===== src/rtl/eth_frame_loop_rx_wide.sv =====
// eth_frame_loop_rx_wide: multi-byte loop RX stage between the MAC RX stream and
// the loop frame/status FIFOs. Frames pass with zero latency while a status word
// {csum[15:0], len[15:0], flags[7:0]} is built per frame. Frames that start while
// the sinks are busy are dropped whole; a mid-frame sink stall truncates the frame
// with an error beat.
// Optional feature: define ETH_FRAME_LOOP_RX_STATS_EN for live drop/frame counters.
module eth_frame_loop_rx_wide #(
    parameter int unsigned C_AXIS_BYTES = 4,
    parameter int unsigned C_CSUM_START = 14
) (
    input  logic                      clk,
    input  logic                      rst_n,
    input  logic                      mode,
    output logic [8*C_AXIS_BYTES-1:0] m_axis_frame_tdata,
    output logic [C_AXIS_BYTES-1:0]   m_axis_frame_tkeep,
    output logic                      m_axis_frame_tuser,
    output logic                      m_axis_frame_tlast,
    output logic                      m_axis_frame_tvalid,
    input  logic                      m_axis_frame_tready,
    output logic [39:0]               m_axis_status_tdata,
    output logic                      m_axis_status_tvalid,
    input  logic                      m_axis_status_tready,
    input  logic [8*C_AXIS_BYTES-1:0] s_axis_tdata,
    input  logic [C_AXIS_BYTES-1:0]   s_axis_tkeep,
    input  logic [1:0]                s_axis_tuser,
    input  logic                      s_axis_tlast,
    input  logic                      s_axis_tvalid,
    output logic [31:0]               drop_count,
    output logic [31:0]               frame_count
);

    typedef enum logic [1:0] {IDLE, PASS, TRUNC, DISCARD} state_t;
    state_t state, state_next;

    // Frame accumulators and latched per-frame context
    logic        mid_frame;
    logic        mode_q;
    logic [31:0] off;
    logic [15:0] csum;
    logic        csum_nz, mod_q, err_q, seen_last;
    logic        hold_valid;
    logic [39:0] hold_data;

    // Per-beat combinational results
    logic        first, cur_mode;
    logic [7:0]  byte_val;
    logic [31:0] base_off, beat_sum, beat_len, fold1, off_new;
    logic [16:0] fold2;
    logic [15:0] csum_new, csum_fin, len_new, len_cur;
    logic        beat_nz, nz_new, mod_new, err_new;

    // Control strobes
    logic take, start_write, load_end, load_trunc, drop_inc, frame_inc;

    // Running length/checksum/flag values including the current input beat
    always_comb begin
        first    = (state == IDLE);
        cur_mode = first ? mode : mode_q;
        base_off = first ? '0 : off;
        beat_sum = '0;
        beat_len = '0;
        beat_nz  = 1'b0;
        byte_val = '0;
        for (int unsigned i = 0; i < C_AXIS_BYTES; i++) begin
            byte_val = s_axis_tdata[8*i +: 8];
            if (s_axis_tkeep[i]) begin
                beat_len = beat_len + 32'd1;
                if (base_off + i >= C_CSUM_START) begin
                    beat_nz = beat_nz | (byte_val != 8'h00);
                    // even absolute offset carries the high byte of a 16-bit word
                    if (base_off[0] == i[0])
                        beat_sum = beat_sum + {16'h0, byte_val, 8'h00};
                    else
                        beat_sum = beat_sum + {24'h0, byte_val};
                end
            end
        end
        fold1    = {16'h0, (first ? 16'h0 : csum)} + beat_sum;
        fold2    = {1'b0, fold1[15:0]} + {1'b0, fold1[31:16]};
        csum_new = fold2[15:0] + {15'h0, fold2[16]};
        off_new  = base_off + beat_len;
        nz_new   = (!first && csum_nz) || beat_nz;
        mod_new  = (!first && mod_q) || s_axis_tuser[1];
        err_new  = (!first && err_q) || s_axis_tuser[0];
        len_new  = (off_new[31:16] != 16'h0) ? 16'hFFFF : off_new[15:0];
        len_cur  = (off[31:16] != 16'h0) ? 16'hFFFF : off[15:0];
        csum_fin = (csum_new == 16'h0 && nz_new) ? 16'hFFFF : csum_new;
    end

    // Next-state decode, frame pass-through/error beat and status output mux
    always_comb begin
        state_next          = state;
        m_axis_frame_tdata  = '0;
        m_axis_frame_tkeep  = '0;
        m_axis_frame_tuser  = 1'b0;
        m_axis_frame_tlast  = 1'b0;
        m_axis_frame_tvalid = 1'b0;
        take                = 1'b0;
        start_write         = 1'b0;
        load_end            = 1'b0;
        load_trunc          = 1'b0;
        drop_inc            = 1'b0;
        frame_inc           = 1'b0;
        case (state)
            IDLE: begin
                if (s_axis_tvalid && mid_frame) begin
                    // tail of a frame cut by reset: swallow it silently
                    if (!s_axis_tlast) state_next = DISCARD;
                end else if (s_axis_tvalid) begin
                    if (m_axis_frame_tready && m_axis_status_tready && !hold_valid) begin
                        m_axis_frame_tdata  = s_axis_tdata;
                        m_axis_frame_tkeep  = s_axis_tkeep;
                        m_axis_frame_tuser  = s_axis_tuser[0];
                        m_axis_frame_tlast  = s_axis_tlast;
                        m_axis_frame_tvalid = 1'b1;
                        take                = 1'b1;
                        start_write         = !mode;
                        if (s_axis_tlast) begin
                            frame_inc = 1'b1;
                            load_end  = mode;
                        end else begin
                            state_next = PASS;
                        end
                    end else begin
                        drop_inc = 1'b1;
                        if (!s_axis_tlast) state_next = DISCARD;
                    end
                end
            end
            PASS: begin
                m_axis_frame_tdata  = s_axis_tdata;
                m_axis_frame_tkeep  = s_axis_tkeep;
                m_axis_frame_tuser  = s_axis_tuser[0];
                m_axis_frame_tlast  = s_axis_tlast;
                m_axis_frame_tvalid = s_axis_tvalid;
                if (s_axis_tvalid) begin
                    if (m_axis_frame_tready) begin
                        take = 1'b1;
                        if (s_axis_tlast) begin
                            state_next = IDLE;
                            frame_inc  = 1'b1;
                            load_end   = mode_q;
                        end
                    end else begin
                        state_next = TRUNC;
                        load_trunc = mode_q;
                    end
                end
            end
            TRUNC: begin
                m_axis_frame_tkeep[0] = 1'b1;
                m_axis_frame_tuser    = 1'b1;
                m_axis_frame_tlast    = 1'b1;
                m_axis_frame_tvalid   = 1'b1;
                if (m_axis_frame_tready) begin
                    drop_inc   = 1'b1;
                    state_next = (seen_last || (s_axis_tvalid && s_axis_tlast)) ? IDLE : DISCARD;
                end
            end
            DISCARD: begin
                if (s_axis_tvalid && s_axis_tlast) state_next = IDLE;
            end
            default: state_next = IDLE;
        endcase
        m_axis_status_tvalid = hold_valid || start_write;
        if (hold_valid)
            m_axis_status_tdata = hold_data;
        else if (start_write)
            m_axis_status_tdata = {32'h0, 4'h0, 1'b0, s_axis_tuser[0], 1'b0, s_axis_tuser[1]};
        else
            m_axis_status_tdata = '0;
    end

    // State register
    always_ff @(posedge clk) begin
        if (!rst_n) state <= IDLE;
        else        state <= state_next;
    end

    // Source frame-boundary tracker; kept running through reset so a frame cut
    // by reset is recognised and discarded afterwards
    always_ff @(posedge clk) begin
        if (s_axis_tvalid) mid_frame <= !s_axis_tlast;
    end

    // Per-frame accumulators, latched mode and lost-tlast memory for TRUNC
    always_ff @(posedge clk) begin
        if (!rst_n) begin
            off       <= '0;
            csum      <= '0;
            csum_nz   <= 1'b0;
            mod_q     <= 1'b0;
            err_q     <= 1'b0;
            mode_q    <= 1'b0;
            seen_last <= 1'b0;
        end else begin
            if (take) begin
                off     <= off_new;
                csum    <= csum_new;
                csum_nz <= nz_new;
                mod_q   <= mod_new;
                err_q   <= err_new;
                if (first) mode_q <= mode;
            end
            if (state == PASS)
                seen_last <= s_axis_tvalid && s_axis_tlast;
            else if (state == TRUNC && s_axis_tvalid && s_axis_tlast)
                seen_last <= 1'b1;
        end
    end

    // Status holding register for end-of-frame and truncation status words
    always_ff @(posedge clk) begin
        if (!rst_n) begin
            hold_valid <= 1'b0;
            hold_data  <= '0;
        end else if (load_end) begin
            hold_valid <= 1'b1;
            hold_data  <= {csum_fin, len_new, 4'h0, cur_mode, err_new, 1'b0, mod_new};
        end else if (load_trunc) begin
            hold_valid <= 1'b1;
            hold_data  <= {16'h0, len_cur, 4'h0, mode_q, err_q, 1'b1, mod_q};
        end else if (hold_valid && m_axis_status_tready) begin
            hold_valid <= 1'b0;
        end
    end

`ifdef ETH_FRAME_LOOP_RX_STATS_EN
    // Drop and completion counters, wrapping at 2^32
    always_ff @(posedge clk) begin
        if (!rst_n) begin
            drop_count  <= '0;
            frame_count <= '0;
        end else begin
            if (drop_inc)  drop_count  <= drop_count + 32'd1;
            if (frame_inc) frame_count <= frame_count + 32'd1;
        end
    end
`else
    logic unused_stats;
    assign unused_stats = drop_inc ^ frame_inc;
    assign drop_count   = '0;
    assign frame_count  = '0;
`endif

endmodule


===== config.mk =====
export PLATFORM = sky130hd
export DESIGN_NAME = eth_frame_loop_rx_wide
export DESIGN_NICKNAME = d
export VERILOG_FILES = /design/src/rtl/eth_frame_loop_rx_wide.sv
export SDC_FILE = /design/constraint.sdc
export NUM_CORES = 1
export LEC_CHECK = 0
export CAP_MARGIN = 0
export CORE_ASPECT_RATIO = 1.2
export CORE_MARGIN = 2
export CORE_UTILIZATION = 50
export DETAILED_ROUTE_END_ITERATION = 16
export GPL_TIMING_DRIVEN = 0
export PLACE_DENSITY = 0.74
export SYNTH_ARGS = -nofsm -noshare
export SYNTH_HDL_FRONTEND = slang
export SYNTH_SLANG_ARGS = --single-unit
export TNS_END_PERCENT = 5

===== constraint.sdc =====
create_clock -name clk -period 17.9 [get_ports clk]
set_clock_uncertainty 0.05 [all_clocks]
set_input_delay 4.475 -clock clk [delete_from_list [all_inputs] [get_ports clk]]
set_output_delay 4.475 -clock clk [all_outputs]
set_load 0.01 [all_outputs]

# Word-level counts from Yosys, hierarchy flattened
# Index checks and enable logic that the tools add are counted.
# classes
add_sub_neg	16
n_lt_le_gt_ge	4
n_eq_ne	9
mux	90
bitwise	4
reduce_logical	33
# ops
op	count
32-bit two-way mux	17
32-bit by 1-bit adder with 32-bit output (second input constant)	4
32-bit by 4-bit greater-or-equal comparator with 1-bit output (second input constant)	4
40-bit two-way mux	3
32-bit by 16-bit adder with 32-bit output	3
32-bit by 8-bit adder with 32-bit output	3
16-bit two-way mux	6
32-bit by 2-bit adder with 32-bit output (second input constant)	2
32-bit case mux with 2 select lines	1
1-bit two-way mux	40
16-bit by 32-bit adder with 32-bit output	1
32-bit adder	1
16-bit nonzero test	2
8-bit nonzero test	4
2-bit two-way mux	11
16-bit by 16-bit adder with 17-bit output	1
16-bit by 1-bit adder with 16-bit output	1
16-bit logical NOT	1
4-bit two-way mux	3
1-bit case mux with 3 select lines	4
1-bit logical AND	11
2-bit case mux with 4 select lines	1
2-bit inequality test (second input constant)	3
3-bit case mux with 2 select lines	1
other kinds (16)	28
# word_totals
ff_bits	93
in_bits	45
out_inout_bits	144
elab_cells	168

# Longest topological paths before layout
# Gate-level depths: netlist of run 1.
# depth
word_depth	24
depth_mapped	74
mapped_depth_nobuf	65

# Worst setup path after synthesis of run 1
# OpenSTA, ideal clock, no wires.
# synth_timing
kind	input to register
startpoint	input port s_axis_tkeep[0]
endpoint	register hold_data[27]
setup_time_ns	0.061
t_arrival_ns	15.374
required_time_ns	17.789
slack_ns	2.415
path_stages	56
path_buffers	4
path_cell_list	clkbuf_1 -> clkbuf_1 -> and3_1 -> ha_1 -> a21oi_1 -> a2111oi_0 -> nor3_1 -> nor4b_1 -> nand4_1 -> a211oi_1 -> a211o_1 -> buf_6 -> inv_1 -> ha_1 -> o21ai_0 -> nand2b_1 -> a21o_1 -> a21o_1 -> [... 20 more ...] -> a21oi_1 -> nand3b_1 -> nor4_1 -> nand4bb_1 -> nor2_1 -> and4b_1 -> ha_1 -> and3_1 -> nand3_1 -> and3b_1 -> nand2_1 -> a2111oi_0 -> and2_1 -> a311o_1 -> nor4bb_1 -> nand4_1 -> clkbuf_1 -> nand2_1
# synth_via
elab_chain_cells	20
word_cells_on_any_way	34
cone_classes	add/sub (9); mux (19); bitwise (3); reduce/logical (3)
# synth_lines
item	line_no	rtl
start: declaration	24	input logic [C_AXIS_BYTES-1:0] s_axis_tkeep,
32-bit two-way mux	66	if (s_axis_tkeep[i]) begin
32-bit by 8-bit adder with 32-bit output / 32-bit by 16-bit adder with 32-bit output (equally long branches)	74, 72	
32-bit two-way mux	71	if (base_off[0] == i[0])
32-bit two-way mux	68	if (base_off + i >= C_CSUM_START) begin
32-bit two-way mux	66	
32-bit by 16-bit adder with 32-bit output / 32-bit by 8-bit adder with 32-bit output (equally long branches)	72, 74	
32-bit two-way mux	71	
32-bit two-way mux	68	
[... 4 more ...]	-	
32-bit two-way mux	66	
16-bit by 32-bit adder with 32-bit output	78	fold1 = {16'h0, (first ? 16'h0 : csum)} + beat_sum;
16-bit by 16-bit adder with 17-bit output	79	fold2 = {1'b0, fold1[15:0]} + {1'b0, fold1[31:16]};
16-bit by 1-bit adder with 16-bit output	80	csum_new = fold2[15:0] + {15'h0, fold2[16]};
16-bit logical NOT	87	csum_fin = (csum_new == 16'h0 && nz_new) ? 16'hFFFF : csum_new;
1-bit logical AND	87	
16-bit two-way mux (*)	87	
40-bit two-way mux (*)	217	end else if (load_end) begin
end signal: assignment	219	hold_data <= {csum_fin, len_new, 4'h0, cur_mode, err_new, 1'b0, mod_new};
end signal: assignment	222	hold_data <= {16'h0, len_cur, 4'h0, mode_q, err_q, 1'b1, mod_q};
end: declaration	42	logic [39:0] hold_data;
# Every way passes the cells marked *; elsewhere a longest branch is shown, timed or not.
# A chain may end at the register's enable or synchronous reset.

# Worst setup path in the final report of run 1
# layout_timing
startpoint	input port s_axis_tkeep[0]
endpoint	register hold_data[32]
# The elaborated chain is that of the path after synthesis.

==> results of run 1 <==
==> cell families after synthesis <==
group / Yosys count / synth area share
other: 1 / 0.000270
AO/OA/AOI/OAI: 576 / 0.284
XOR/XNOR: 106 / 0.0669
flip-flops: 93 / 0.135
adder cells (fa/ha/maj): 101 / 0.0960
buffers and inverters: 259 / 0.0925
multiplexers: 27 / 0.0205
AND/OR/NAND/NOR: 810 / 0.305
==> what timing repair did <==
item	in CTS	in global routing
resized for setup	11	30
pin swaps	0	1
hold endpoints to repair	0	0
buffers inserted	0	3
hold buffers	0	0
setup endpoints to repair	20	22
==> per-layer routing <==
metal / vias up / share of wire / wire length, microns
met5: - / 0.00023 / 13
met4: 2 / 0.079 / 4490
met3: 250 / 0.067 / 3810
met2: 807 / 0.49 / 27900
met1: 7501 / 0.36 / 20500
li1: 7431 / - / -
==> Yosys cell counts, types with 27 or more instances <==
cell	instances	area, sq um
a21o_1	37	278
nor4_1	27	169
xor2_1	38	333
nor3_1	43	215
ha_1	92	1150
clkbuf_1	98	368
buf_4	71	533
nand4_1	40	250
nor2_1	140	526
xnor2_1	68	596
nand3_1	72	360
a21boi_0	35	263
and2_1	109	682
a21oi_1	104	521
dfxtp_1	92	1840
o21ai_0	140	701
nand2_1	221	830
inv_1	60	225
nor2b_1	34	213
==> worst paths after layout <==
check                                    end  slack [ns]  depth (start not counted)
hold reg to reg    hold_data[8]$_SDFFE_PN0P_        0.41                          2
setup reg to reg  hold_data[32]$_SDFFE_PN0P_        0.85                         70
hold / removal     hold_data[8]$_SDFFE_PN0P_        0.41                          2
setup / recovery  hold_data[32]$_SDFFE_PN0P_        0.58                         57
==> critical path, delay by kind of cell <==
kind	cells	cell delay (ns)
AND/OR/NAND/NOR	22	4.51
AO/OA/AOI/OAI	20	4.48
buffers and inverters	6	1.86
adder cells (fa/ha/maj)	6	1.66
XOR/XNOR	3	0.54
==> sequential cells by signal (all words and copies together) (netlist names), 2 cells and up <==
name	count
csum	16
state	2
off	32
hold_data	36
==> cell type report <==
class,count,area [sq um]
Sequential cell,93,1870
Clock buffer,10,250
Inverter,62,236
Clock inverter,5,87.6
Multi-Input combinational cell,1690,11100
Fill cell,2588,10900
Buffer,195,1060
Tap cell,340,425
Antenna cell,1,2.50
Timing Repair Buffer,122,1210
==> power by group through the flow <==
stage	combinational (W)	sequential (W)	clock (W)
after floorplan	0.000196	0.000219	0
after global placement	0.000296	0.000220	0
after detailed placement	0.000302	0.000220	0
after CTS	0.000303	0.000216	0.000221
after global routing	0.000338	0.000216	0.000229
final	0.000315	0.000216	0.000222
==> per-stage QoR <==
stage          utilization  area (sq um)
2_1_floorplan            -         14100
3_3_place_gp         0.579         15700
3_5_place_dp         0.580         15800
4_1_cts              0.593         16100
5_1_grt              0.599         16300
6_report             0.599         16300
==> impl_metrics.xml, run 1 <==
<?xml version="1.0" encoding="UTF-8"?>
<metrics>
  <group name="final_layout">
    <metric name="final_layout_size_suffix_gt1_frac" unit="">0.0900</metric>
    <metric name="area.growth.synth_to_final" unit="%">17.3</metric>
    <metric name="final_cell_mix" unit="">221 x nand2_1, 140 x nor2_1, 139 x o21ai_0</metric>
    <metric name="layoutNonFillerInstCount" unit="">2518</metric>
    <metric name="layout_commonest_cell" unit="">nand2_1</metric>
    <metric name="finalNetCount" unit="">2319</metric>
  </group>
  <group name="die">
    <metric name="floorplan.die_area" unit="sq um">29100</metric>
    <metric name="die_h" unit="microns">186</metric>
    <metric name="io-pin-count" unit="">189</metric>
    <metric name="die_w" unit="microns">156</metric>
    <metric name="floorplan.rows" unit="">66</metric>
    <metric name="initial_utilization" unit="">0.511</metric>
    <metric name="floorplan.core_area" unit="sq um">27200</metric>
  </group>
  <group name="worst_setup_path">
    <metric name="crit_path_start_kind" unit="">input port</metric>
    <metric name="classification_of_the_worst_setup_path" unit="">input port to flip-flop</metric>
    <metric name="timing.critical_path.required" unit="ns">18.15</metric>
    <metric name="cp-end-kind" unit="">flip-flop</metric>
    <metric name="critical_path.slowest_cell" unit="">clkdlybuf4s50_1</metric>
    <metric name="critical_path.max_stage_delay" unit="ns">0.69</metric>
    <metric name="worst_ep_arrival_time" unit="ns">17.57</metric>
    <metric name="startpoint" unit="">s_axis_tkeep[0]</metric>
    <metric name="critPathMaxFanout" unit="">10</metric>
    <metric name="rr_startpoint" unit="">state[1]$_SDFFE_PN0P_</metric>
  </group>
  <group name="clock_network">
    <metric name="cts_tree" unit="">built</metric>
    <metric name="cts.sink_count" unit="">93</metric>
    <metric name="clk_latency" unit="ns">0.35</metric>
    <metric name="number_of_buffers_added_by_the_clock_tree_synthesis_step" unit="">9</metric>
    <metric name="clockBufferDepth" unit="">2</metric>
    <metric name="clock_root_buffer" unit="">clkbuf_16</metric>
    <metric name="clk_pin_slew" unit="ns">0.07</metric>
    <metric name="cts_htree_levels" unit="">3</metric>
  </group>
  <group name="grt">
    <metric name="antenna_found_initial" unit="">1</metric>
    <metric name="grt_util_overall" unit="">0.377</metric>
    <metric name="vias_in_the_first_global_route" unit="">15343</metric>
    <metric name="top_usage_layer" unit="">met2</metric>
    <metric name="use_met1" unit="">0.417</metric>
    <metric name="grtUsageMet3" unit="">0.0539</metric>
    <metric name="grt_pass1_wl" unit="microns">85700</metric>
    <metric name="pin_count_of_the_biggest_net_entering_global_routing" unit="">20</metric>
    <metric name="grt.overflow.total" unit="">0</metric>
    <metric name="grtUsageMet2" unit="">0.666</metric>
  </group>
  <group name="timing">
    <metric name="worst_slew_pin_slew" unit="ns">1.27</metric>
    <metric name="finalMaxSlewViolations" unit="">0</metric>
    <metric name="max-slew-margin-rel" unit="">0.146</metric>
    <metric name="finalCritPeriodShare" unit="">0.968</metric>
    <metric name="setup-tns-final" unit="ns">0</metric>
    <metric name="minimum_period_implied_by_the_final_worst_setup_slack" unit="ns">17.32</metric>
    <metric name="fmaxAchievable" unit="MHz">57.7</metric>
    <metric name="setup-violations-final" unit="">0</metric>
    <metric name="worst_hold_slack" unit="ns">0.412</metric>
    <metric name="report.final.hold_viol_count" unit="">0</metric>
    <metric name="setup_slack" unit="ns">0.581</metric>
  </group>
  <group name="drt">
    <metric name="via_per_inst" unit="">6.35</metric>
    <metric name="antenna_violating_nets_post_route" unit="">0</metric>
    <metric name="vias_after_detailed_routing" unit="">15991</metric>
    <metric name="drt-initial-drc-count" unit="">1461</metric>
    <metric name="drcViolationCount" unit="">0</metric>
    <metric name="wirelength" unit="microns">56700</metric>
    <metric name="drt_pre_antenna_iters" unit="">9</metric>
    <metric name="routedWlPerCell" unit="microns">22.5</metric>
  </group>
  <group name="min_path">
    <metric name="hold_class" unit="">flip-flop to flip-flop</metric>
    <metric name="hold_path_startpoint" unit="">hold_data[8]$_SDFFE_PN0P_</metric>
  </group>
  <group name="synth">
    <metric name="fraction_of_the_yosys_area_taken_by_sequential_cells" unit="">0.135</metric>
    <metric name="synth_seq_cells" unit="">93</metric>
    <metric name="synthesis.area" unit="sq um">13900</metric>
    <metric name="post_synth.cell_area_avg" unit="sq um">7.03</metric>
    <metric name="synthCells" unit="">1973</metric>
    <metric name="number_of_synthesized_flops_with_an_enable_pin" unit="">1</metric>
    <metric name="postSynth.topFlopCell" unit="">dfxtp_1</metric>
    <metric name="yosysWarnings" unit="">0</metric>
    <metric name="asyncSetResetFlopFracSynth" unit="">0</metric>
    <metric name="synth.distinct_cells" unit="">104</metric>
  </group>
  <group name="power">
    <metric name="static_leakage" unit="nW">6.76</metric>
    <metric name="swShare" unit="">0.386</metric>
    <metric name="power.sequential.fraction" unit="">0.287</metric>
    <metric name="clkPwrFrac" unit="">0.294</metric>
    <metric name="power.internal" unit="W">0.000462</metric>
    <metric name="ir_worst_vdd" unit="mV">0.0572</metric>
    <metric name="pwr-share-comb" unit="">0.419</metric>
    <metric name="pd_cells" unit="nW/um^2">46.2</metric>
    <metric name="final_total_power" unit="W">0.000753</metric>
    <metric name="power.switching" unit="W">0.000291</metric>
  </group>
  <group name="placement">
    <metric name="post-place-cells" unit="">2501</metric>
    <metric name="post-dp-hpwl" unit="microns">45600</metric>
    <metric name="place_congestion" unit="">1.02</metric>
    <metric name="worst_setup_slack_post_dpl" unit="ns">-1.38</metric>
    <metric name="io_buffers" unit="">118</metric>
  </group>
  <group name="flow_run">
    <metric name="max_cap_viol_count" unit="">0</metric>
  </group>
  <group name="status">
    <metric name="run_status" unit="">complete, no violations</metric>
  </group>
</metrics>
Power figures use the tool's default switching activity.
==> run 2, diff against run 1 <==
CORE_UTILIZATION = 58   (was 50)
PLACE_DENSITY = 0.84   (was 0.74)
==> run 2 against run 1 <==
The run now ends with capacitance limit, slew limit left. Via count increased by 4.3%. Combinational power increased by 3%. Sequential share of layout area about the same. Final cell count decreased by 0.83%.
==> impl_metrics.xml, run 2 (synthesis results as in run 1) <==
<?xml version="1.0" encoding="UTF-8"?>
<metrics>
  <group name="status">
    <metric name="run_status" unit="">complete, but fails checks</metric>
    <metric name="violations" unit="">capacitance limit, slew limit</metric>
  </group>
  <group name="grt">
    <metric name="grt_pass1_wl" unit="microns">85800</metric>
    <metric name="grt_util_overall" unit="">0.427</metric>
    <metric name="pin_count_of_the_biggest_net_entering_global_routing" unit="">20</metric>
    <metric name="antenna_found_initial" unit="">1</metric>
    <metric name="vias_in_the_first_global_route" unit="">15748</metric>
    <metric name="grt.overflow.total" unit="">0</metric>
  </group>
  <group name="clock_network">
    <metric name="number_of_buffers_added_to_fix_hold_violations_after_cts" unit="">0</metric>
    <metric name="clock_root_buffer" unit="">clkbuf_16</metric>
    <metric name="clk_latency" unit="ns">0.36</metric>
    <metric name="cts.sink_count" unit="">93</metric>
    <metric name="cts_htree_levels" unit="">3</metric>
    <metric name="clk_pin_slew" unit="ns">0.08</metric>
    <metric name="cts_tree" unit="">built</metric>
    <metric name="number_of_buffers_added_by_the_clock_tree_synthesis_step" unit="">9</metric>
    <metric name="clockBufferDepth" unit="">2</metric>
  </group>
  <group name="final_layout">
    <metric name="area.growth.synth_to_final" unit="%">16.9</metric>
    <metric name="max_flop_register" unit="">hold_data</metric>
    <metric name="layout_commonest_cell" unit="">nand2_1</metric>
    <metric name="reg.largest.list" unit="">hold_data: 36 flops, off: 32 flops, csum: 16 flops</metric>
    <metric name="finalNetCount" unit="">2318</metric>
    <metric name="n_fill_cell" unit="">2007</metric>
    <metric name="final_cell_mix" unit="">220 x nand2_1, 140 x nor2_1, 138 x o21ai_0</metric>
    <metric name="final_layout_size_suffix_gt1_frac" unit="">0.0928</metric>
    <metric name="largest_register_ff_count" unit="">36</metric>
    <metric name="antenna_cells" unit="">0</metric>
    <metric name="layoutNonFillerInstCount" unit="">2497</metric>
  </group>
  <group name="timing">
    <metric name="finalCritPeriodShare" unit="">0.968</metric>
    <metric name="minimum_period_implied_by_the_final_worst_setup_slack" unit="ns">17.32</metric>
    <metric name="max-slew-margin-rel" unit="">-0.0202</metric>
    <metric name="setup-tns-final" unit="ns">0</metric>
    <metric name="setup-violations-final" unit="">0</metric>
    <metric name="fmaxAchievable" unit="MHz">57.7</metric>
    <metric name="worst_hold_slack" unit="ns">0.416</metric>
    <metric name="worst_slew_pin_slew" unit="ns">1.52</metric>
    <metric name="report.final.hold_viol_count" unit="">0</metric>
    <metric name="finalMaxSlewViolations" unit="">8</metric>
  </group>
  <group name="die">
    <metric name="floorplan.core_area" unit="sq um">23700</metric>
    <metric name="floorplan.die_area" unit="sq um">25200</metric>
    <metric name="die_h" unit="microns">173</metric>
    <metric name="floorplan.rows" unit="">62</metric>
    <metric name="initial_utilization" unit="">0.584</metric>
    <metric name="die_w" unit="microns">145</metric>
    <metric name="io-pin-count" unit="">189</metric>
  </group>
  <group name="worst_setup_path">
    <metric name="timing.rr.end" unit="">hold_data[27]$_SDFFE_PN0P_</metric>
    <metric name="worst-r2r-setup-slack" unit="ns">0.96</metric>
    <metric name="cp-end-kind" unit="">flip-flop</metric>
    <metric name="rr_startpoint" unit="">state[1]$_SDFFE_PN0P_</metric>
    <metric name="timing.critical_path.required" unit="ns">18.15</metric>
    <metric name="critPathMaxFanout" unit="">10</metric>
    <metric name="critical_path.slowest_cell" unit="">clkdlybuf4s50_1</metric>
    <metric name="worst_ep_arrival_time" unit="ns">17.57</metric>
    <metric name="crit_path_start_kind" unit="">input port</metric>
    <metric name="timing.critical_path.buf_inv" unit="">8</metric>
    <metric name="classification_of_the_worst_setup_path" unit="">input port to flip-flop</metric>
    <metric name="critical_path.max_stage_delay" unit="ns">0.63</metric>
    <metric name="worst_r2r_path_depth" unit="">70</metric>
    <metric name="timing.critical_path.max_delay_family" unit="">simple AND/OR/NAND/NOR gates</metric>
    <metric name="worst_path_most_repeated_cell" unit="">ha_1</metric>
  </group>
  <group name="power">
    <metric name="pd_cells" unit="nW/um^2">45.4</metric>
    <metric name="ir_worst_vdd" unit="mV">0.0584</metric>
    <metric name="static_leakage" unit="nW">6.74</metric>
  </group>
  <group name="min_path">
    <metric name="hold_path_startpoint" unit="">hold_data[22]$_SDFFE_PN0P_</metric>
    <metric name="worst_hold_path.endpoint" unit="">hold_data[22]$_SDFFE_PN0P_</metric>
    <metric name="hold_class" unit="">flip-flop to flip-flop</metric>
    <metric name="worst_hold_path.num_cells" unit="">2</metric>
  </group>
  <group name="drt">
    <metric name="via_per_inst" unit="">6.68</metric>
    <metric name="antenna_violating_nets_post_route" unit="">0</metric>
    <metric name="drt-initial-drc-count" unit="">2052</metric>
    <metric name="drcViolationCount" unit="">0</metric>
    <metric name="drt_pre_antenna_iters" unit="">6</metric>
    <metric name="wirelength" unit="microns">57300</metric>
    <metric name="routedWlPerCell" unit="microns">22.9</metric>
    <metric name="vias_after_detailed_routing" unit="">16684</metric>
  </group>
  <group name="placement">
    <metric name="post-place-cells" unit="">2480</metric>
    <metric name="place_congestion" unit="">1.02</metric>
    <metric name="post-dp-hpwl" unit="microns">44500</metric>
    <metric name="io_buffers" unit="">118</metric>
  </group>
  <group name="flow_run">
    <metric name="max_cap_viol_count" unit="">1</metric>
  </group>
</metrics>
==> run 2: final cells by class <==
class                      instances  area [sq um]  share of cell area
sequential                        93          1870               0.115
timing repair buffer             121          1200              0.0742
clock buffer                       9           225              0.0139
multi-input combinational       1690         11200               0.688
clock inverter                     7          73.8             0.00455
tap                              320           400              0.0247
buffer                           195          1060              0.0652
inverter                          62           233              0.0143
==> run 2: worst min-delay path: stages, from the launching register on <==
cell and delay, ns:
dfxtp_1 0.31, nand2_1 0.05, a21boi_0 0.06
==> run 2: worst max path at each step <==
stage	from	endpoint	cells after the start
after floorplan	s_axis_tkeep[0]	hold_data[27]$_SDFFE_PN0P_	56
after global placement	state[1]$_SDFFE_PN0P_	hold_data[33]$_SDFFE_PN0P_	72
after detailed placement	state[1]$_SDFFE_PN0P_	hold_data[30]$_SDFFE_PN0P_	72
after CTS	s_axis_tkeep[0]	hold_data[27]$_SDFFE_PN0P_	58
after global routing	s_axis_tkeep[0]	hold_data[30]$_SDFFE_PN0P_	61
final	s_axis_tkeep[0]	hold_data[27]$_SDFFE_PN0P_	60
==> run 2: where the power goes <==
part | internal [W] | switching [W]
logic | 0.000118 | 0.000205
registers | 0.000212 | 0.00000420
clock network | 0.0000993 | 0.0000974
==> run 2: layer usage <==
metal	routed length (microns)	GRT usage
met1	19700	0.463
met2	26600	0.732
met3	5180	0.0768
met4	5710	0.343
met5	11	0
==> run 2: stage by stage <==
| stage | area (sq um) | setup slack, ns | util | power [W] |
|---|---|---|---|---|
| floorplan | 14100 | 2.42 | - | 0.000415 |
| global placement | 15700 | -1.13 | 0.662 | 0.000515 |
| detailed placement | 15700 | -1.38 | 0.662 | 0.000523 |
| CTS | 16100 | 0.00279 | 0.677 | 0.000715 |
| global route | 16200 | -0.0235 | 0.683 | 0.000760 |
| finish | 16200 | 0.581 | 0.683 | 0.000736 |
==> run 2: what timing repair did <==
action | in CTS | in global routing
cloned | 0 | 0
pin swaps | 1 | 2
setup buffers | 3 | 0
endpoints found under the setup margin | 20 | 24
gates resized for setup | 10 | 42
